[src/rtl/mult_share_ctrl.sv]
`timescale 1ns/1ps
`default_nettype none
// ============================================================================
//  Module   : mult_share_ctrl
//  Brief    : Round-robin share of one sequential signed multiplier between
//             two requesters, with cycle-counted run timing.
//  Revision : 1.0 - initial release
// ============================================================================
module mult_share_ctrl #(
    parameter int DATA_W      = 32,
    parameter int MULT_CYCLES = 34,
    parameter int CNT_W       = 6
) (
    input  logic                  clk,
    input  logic                  reset,
    input  logic                  req0_valid,
    output logic                  req0_ready,
    input  logic [DATA_W-1:0]     req0_m,
    input  logic [DATA_W-1:0]     req0_q,
    input  logic                  req1_valid,
    output logic                  req1_ready,
    input  logic [DATA_W-1:0]     req1_m,
    input  logic [DATA_W-1:0]     req1_q,
    output logic                  rsp0_valid,
    input  logic                  rsp0_ready,
    output logic                  rsp1_valid,
    input  logic                  rsp1_ready,
    output logic [2*DATA_W-1:0]   rsp_data,
    output logic                  busy,
    output logic                  mult_reset,
    output logic                  mult_en,
    output logic [DATA_W-1:0]     mult_m,
    output logic [DATA_W-1:0]     mult_q,
    output logic                  mult_plus,
    input  logic [2*DATA_W-1:0]   mult_out
);

    localparam logic [2:0] S_IDLE  = 3'd0;
    localparam logic [2:0] S_LOAD  = 3'd1;
    localparam logic [2:0] S_RUN   = 3'd2;
    localparam logic [2:0] S_DRAIN = 3'd3;
    localparam logic [2:0] S_RESP  = 3'd4;

    localparam logic [CNT_W-1:0] c_cnt_last = CNT_W'(MULT_CYCLES - 1);
    localparam logic [CNT_W-1:0] c_cnt_one  = CNT_W'(1);

    logic [2:0]          r_state;
    logic [2:0]          w_next;
    logic [CNT_W-1:0]    r_cnt;
    logic [DATA_W-1:0]   r_m;
    logic [DATA_W-1:0]   r_q;
    logic [2*DATA_W-1:0] r_rsp;
    logic                r_owner;
    logic                r_last_grant;
    logic                w_gnt0;
    logic                w_gnt1;
    logic                w_accept;
    logic                w_rsp_taken;

    // On a tie the requester that did not win last time gets the grant.
    assign w_gnt0      = req0_valid & (~req1_valid | r_last_grant);
    assign w_gnt1      = req1_valid & (~req0_valid | ~r_last_grant);
    assign w_accept    = (r_state == S_IDLE) & (w_gnt0 | w_gnt1);
    assign w_rsp_taken = r_owner ? rsp1_ready : rsp0_ready;

    always_ff @(posedge clk) begin
        if (!reset) begin
            r_state <= S_IDLE;
        end else begin
            r_state <= w_next;
        end
    end

    always_ff @(posedge clk) begin
        if (!reset) begin
            r_cnt        <= '0;
            r_m          <= '0;
            r_q          <= '0;
            r_rsp        <= '0;
            r_owner      <= 1'b0;
            r_last_grant <= 1'b1;
        end else begin
            case (r_state)
                S_IDLE: begin
                    if (w_accept) begin
                        r_m          <= w_gnt1 ? req1_m : req0_m;
                        r_q          <= w_gnt1 ? req1_q : req0_q;
                        r_owner      <= w_gnt1;
                        r_last_grant <= w_gnt1;
                    end
                end
                S_LOAD:  r_cnt <= '0;
                S_RUN:   r_cnt <= r_cnt + c_cnt_one;
                S_DRAIN: r_rsp <= mult_out;
                default: ;
            endcase
        end
    end

    always_comb begin
        w_next     = r_state;
        req0_ready = 1'b0;
        req1_ready = 1'b0;
        rsp0_valid = 1'b0;
        rsp1_valid = 1'b0;
        mult_reset = 1'b1;
        mult_en    = 1'b0;
        case (r_state)
            S_IDLE: begin
                req0_ready = w_gnt0;
                req1_ready = w_gnt1;
                if (w_accept) w_next = S_LOAD;
            end
            S_LOAD: w_next = S_RUN;
            S_RUN: begin
                mult_reset = 1'b0;
                mult_en    = 1'b1;
                if (r_cnt == c_cnt_last) w_next = S_DRAIN;
            end
            S_DRAIN: begin
                // Hold the multiplier frozen for one cycle so out is sampled stable.
                mult_reset = 1'b0;
                w_next     = S_RESP;
            end
            S_RESP: begin
                rsp0_valid = ~r_owner;
                rsp1_valid = r_owner;
                if (w_rsp_taken) w_next = S_IDLE;
            end
            default: w_next = S_IDLE;
        endcase
    end

    assign busy      = (r_state != S_IDLE);
    assign mult_m    = r_m;
    assign mult_q    = r_q;
    assign mult_plus = 1'b1;
    assign rsp_data  = r_rsp;

endmodule
`default_nettype wire

[config.mk]
export PLATFORM = sky130hd
export DESIGN_NAME = mult_share_ctrl
export DESIGN_NICKNAME = d
export VERILOG_FILES = /design/src/rtl/mult_share_ctrl.sv
export SDC_FILE = /design/constraint.sdc
export NUM_CORES = 1
export LEC_CHECK = 0
export ABC_AREA = 1
export CAP_MARGIN = 15
export CELL_PAD_IN_SITES_DETAIL_PLACEMENT = 2
export CELL_PAD_IN_SITES_GLOBAL_PLACEMENT = 2
export CORE_MARGIN = 4
export CORE_UTILIZATION = 21
export DETAILED_ROUTE_END_ITERATION = 10
export PLACE_DENSITY_LB_ADDON = 0.1
export SYNTH_ARGS = -nofsm -noshare
export SYNTH_HDL_FRONTEND = slang
export SYNTH_SLANG_ARGS = --single-unit
[constraint.sdc]
create_clock -name clk -period 2.76 [get_ports clk]
set_input_delay 0.552 -clock clk [delete_from_list [all_inputs] [get_ports clk]]
set_output_delay 0.552 -clock clk [all_outputs]
set_load 0.05 [all_outputs]
==> impl_metrics.ini <==
[drt]
via_count = 7247
ant_nets = 0
drt_pass1_iterations = 4
routed_wl_um = 28300
initialDrtViolationCount = 187
drc = 0
drt-vias-per-instance = 4.28
wire_per_inst_um = 16.7

[floorplanning]
core_area_sq_mm = 0.0297
chipWidth_um = 182
start_util = 0.214
ioPinCount = 334
die_h_um = 182
rows = 63
die_area_sq_mm = 0.0331

[min_path]
min_path_cells = 1
min_to = r_cnt[3]
worstHoldPathType = reg -> reg
hp-start = r_cnt[3]

[pwr]
powerDensity_mw_per_mm2 = 762
power_frac_clock = 0.301
power_leakage_nw = 4.78
seqPwrFrac = 0.304
p_sw_frac = 0.398
ir_worst_vdd_mv = 0.310
p_int_w = 0.00488
comb_power_share = 0.395
total_power_w = 0.00810
power.switching_w = 0.00322

[critical_path]
slowest_delay_ns = 0.86
cp.arrival_ns = 2.03
path_delay_family = buffers and inverters
reg2reg_depth = 7
startpoint_type = register
path_common_cell = nor2_1
rrSetupSlack_ns = 1.11
r2r-start = r_state[2]
cp_slowest_cell = clkdlybuf4s50_1
worstSetupPathType = reg -> out
crit_chain = nor2_1 -> nand2_1 -> nor2_1 -> clkdlybuf4s50_1
critPathMaxFanout = 5
cp.required_ns = 2.21
cp.buffers_inverters = 1
path_depth = 4
cp-end-kind = primary output
reg2reg_to = rsp_data[14]

[timing]
hold_violations = 0
slew_headroom = 0.491
tns_ns = 0
fin_crit_ns = 2.58
fin_ws_ns = 0.177
setup_viol = 0
finClkSkew_ns = 0.00805
whs_ns = 0.495
fmax_mhz = 387
final_max_slew_viol_count = 0
worst_pin_slew_ns = 0.764
rsz0062_at_grt = no
period_share = 0.936

[job]
cap_violations = 0

[global_routing]
grt-ovfl-total = 0
first_global_vias = 7995
antenna_found_initial = 0
grt_usage = 0.170
grt_max_degree = 66
grt_pass1_wl_um = 45000

[cts]
ctsResizeCount = 0
cts_tree = built
cts_setup_buffers = 0
numCtsBuffers = 17
clkLatencyLatePin_ns = 0.42
cts_max_level = 4
clkTransAtPathRegs_ns = 0.07
cts_buffer_depth = 2
cts.sinks = 139
cts_root_buf = clkbuf_16
postCtsHoldBufs = 0

[placed_design]
dp_hpwl_um = 20400
gp_congestion = 0.752
io_buffers = 332
place_ws_ns = 0.549

[finish]
multi_input_area_sq_mm = 0.00292
num-fill-cells = 3491
drive_gt1_frac = 0.0483
fin_nets = 1493
utilization = 0.358
final-seq-area_sq_mm = 0.00278
diodes = 0
area_growth_syn_to_layout_pct = 67.4

[synthesis]
yosysWarningCount = 0
syn_nets = 1189
netlist_area_sq_mm = 0.00635
netlist_instances = 989
yosysSeqAreaShare = 0.438
avgSynthCellArea_sq_um = 6.42
ys_types = 22
ys_seq_elements = 139

[run_status]
status = completed
per-layer routing:
layer  track usage  wire length, um  part of all wire
met3        0.0817             2840              0.10
met4        0.0306              187            0.0066
met5             0                0                 0
met1         0.198            12000              0.42
met2         0.288            13300              0.47
area by class of cell:
class,count,area share
well taps,390,0.0459
multi-input cells,710,0.274
clock inverters,13,0.0157
clock buffers,18,0.0413
inverters,77,0.0272
flip-flops and latches,139,0.262
repair buffers,348,0.333
power by group through the flow:
| stage | Sequential (W) | Combinational [W] | Clock, W |
|---|---|---|---|
| floorplan | 0.00347 | 0.00106 | 0 |
| global placement | 0.00250 | 0.00322 | 0 |
| detailed placement | 0.00251 | 0.00325 | 0 |
| CTS | 0.00247 | 0.00327 | 0.00253 |
| global route | 0.00251 | 0.00348 | 0.00262 |
| finish | 0.00247 | 0.00320 | 0.00243 |
sequential cells by signal, indices dropped and copies added (netlist names):
signal	cells
mult_m	32
mult_q	32
r_cnt	6
r_last_grant	1
r_owner	1
r_state	3
rsp_data	64
cells in the mapped netlist (all sizes together):
library cell,instances,area share
a21oi,6,0.0047
buf,47,0.048
clkbuf,16,0.0095
conb,1,0.00059
dfxtp,139,0.44
ha,2,0.0039
inv,77,0.046
nand2,282,0.17
nand3,71,0.056
nand4,2,0.0020
nor2,275,0.16
o21a,1,0.0012
o21ai,68,0.054
o21bai,1,0.0012
or2,1,0.00099
worst register-to-register path, cell delays in order, from the launching register on:
cell     delay [ns]
dfxtp_1        0.42
inv_2          0.08
nand2_2        0.11
nor2_4         0.04
inv_2          0.31
buf_4          0.41
nor2_1         0.10
nor2_1         0.12
kinds of logic after synthesis:
kind of cell,synth area share
AOI/OAI and AO/OA,0.0607
adders and majority gates,0.00394
buffers and inverters,0.103
DFF,0.438
other,0.000591
and+or+nand+nor,0.393
cell usage in the layout, fill, tap and decap left out, types with 3 or more instances in the layout:
cell type	Yosys	layout
clkdlybuf4s50_1	0	328
nand2_1	279	277
nor2_1	273	273
dfxtp_1	139	139
inv_1	73	73
nand3_1	71	71
o21ai_0	59	59
clkbuf_16	0	17
buf_4	5	10
o21ai_1	9	9
buf_12	0	9
a21oi_1	6	6
inv_2	4	4
inv_6	0	4
nand2_2	1	3
bufinv_16	0	3
clkinvlp_4	0	3
metrics by stage:
| step | cells | cell area [sq um] |
|---|---|---|
| after CTS | 1695 | 10600 |
| after floorplan | 989 | 6350 |
| after global placement | 1664 | 10000 |
| final | 1695 | 10600 |
| after global routing | 1695 | 10600 |
| after detailed placement | 1664 | 10000 |
worst max path at each step:
stage / startpoint / to
final: r_state[0] / rsp0_valid
after detailed placement: req0_valid / req1_ready
after floorplan: r_state[2] / mult_en
after global placement: req0_valid / req1_ready
after global routing: r_state[0] / rsp0_valid
after CTS: r_state[2] / mult_en
No activity file was read; power rests on OpenSTA's default activity.
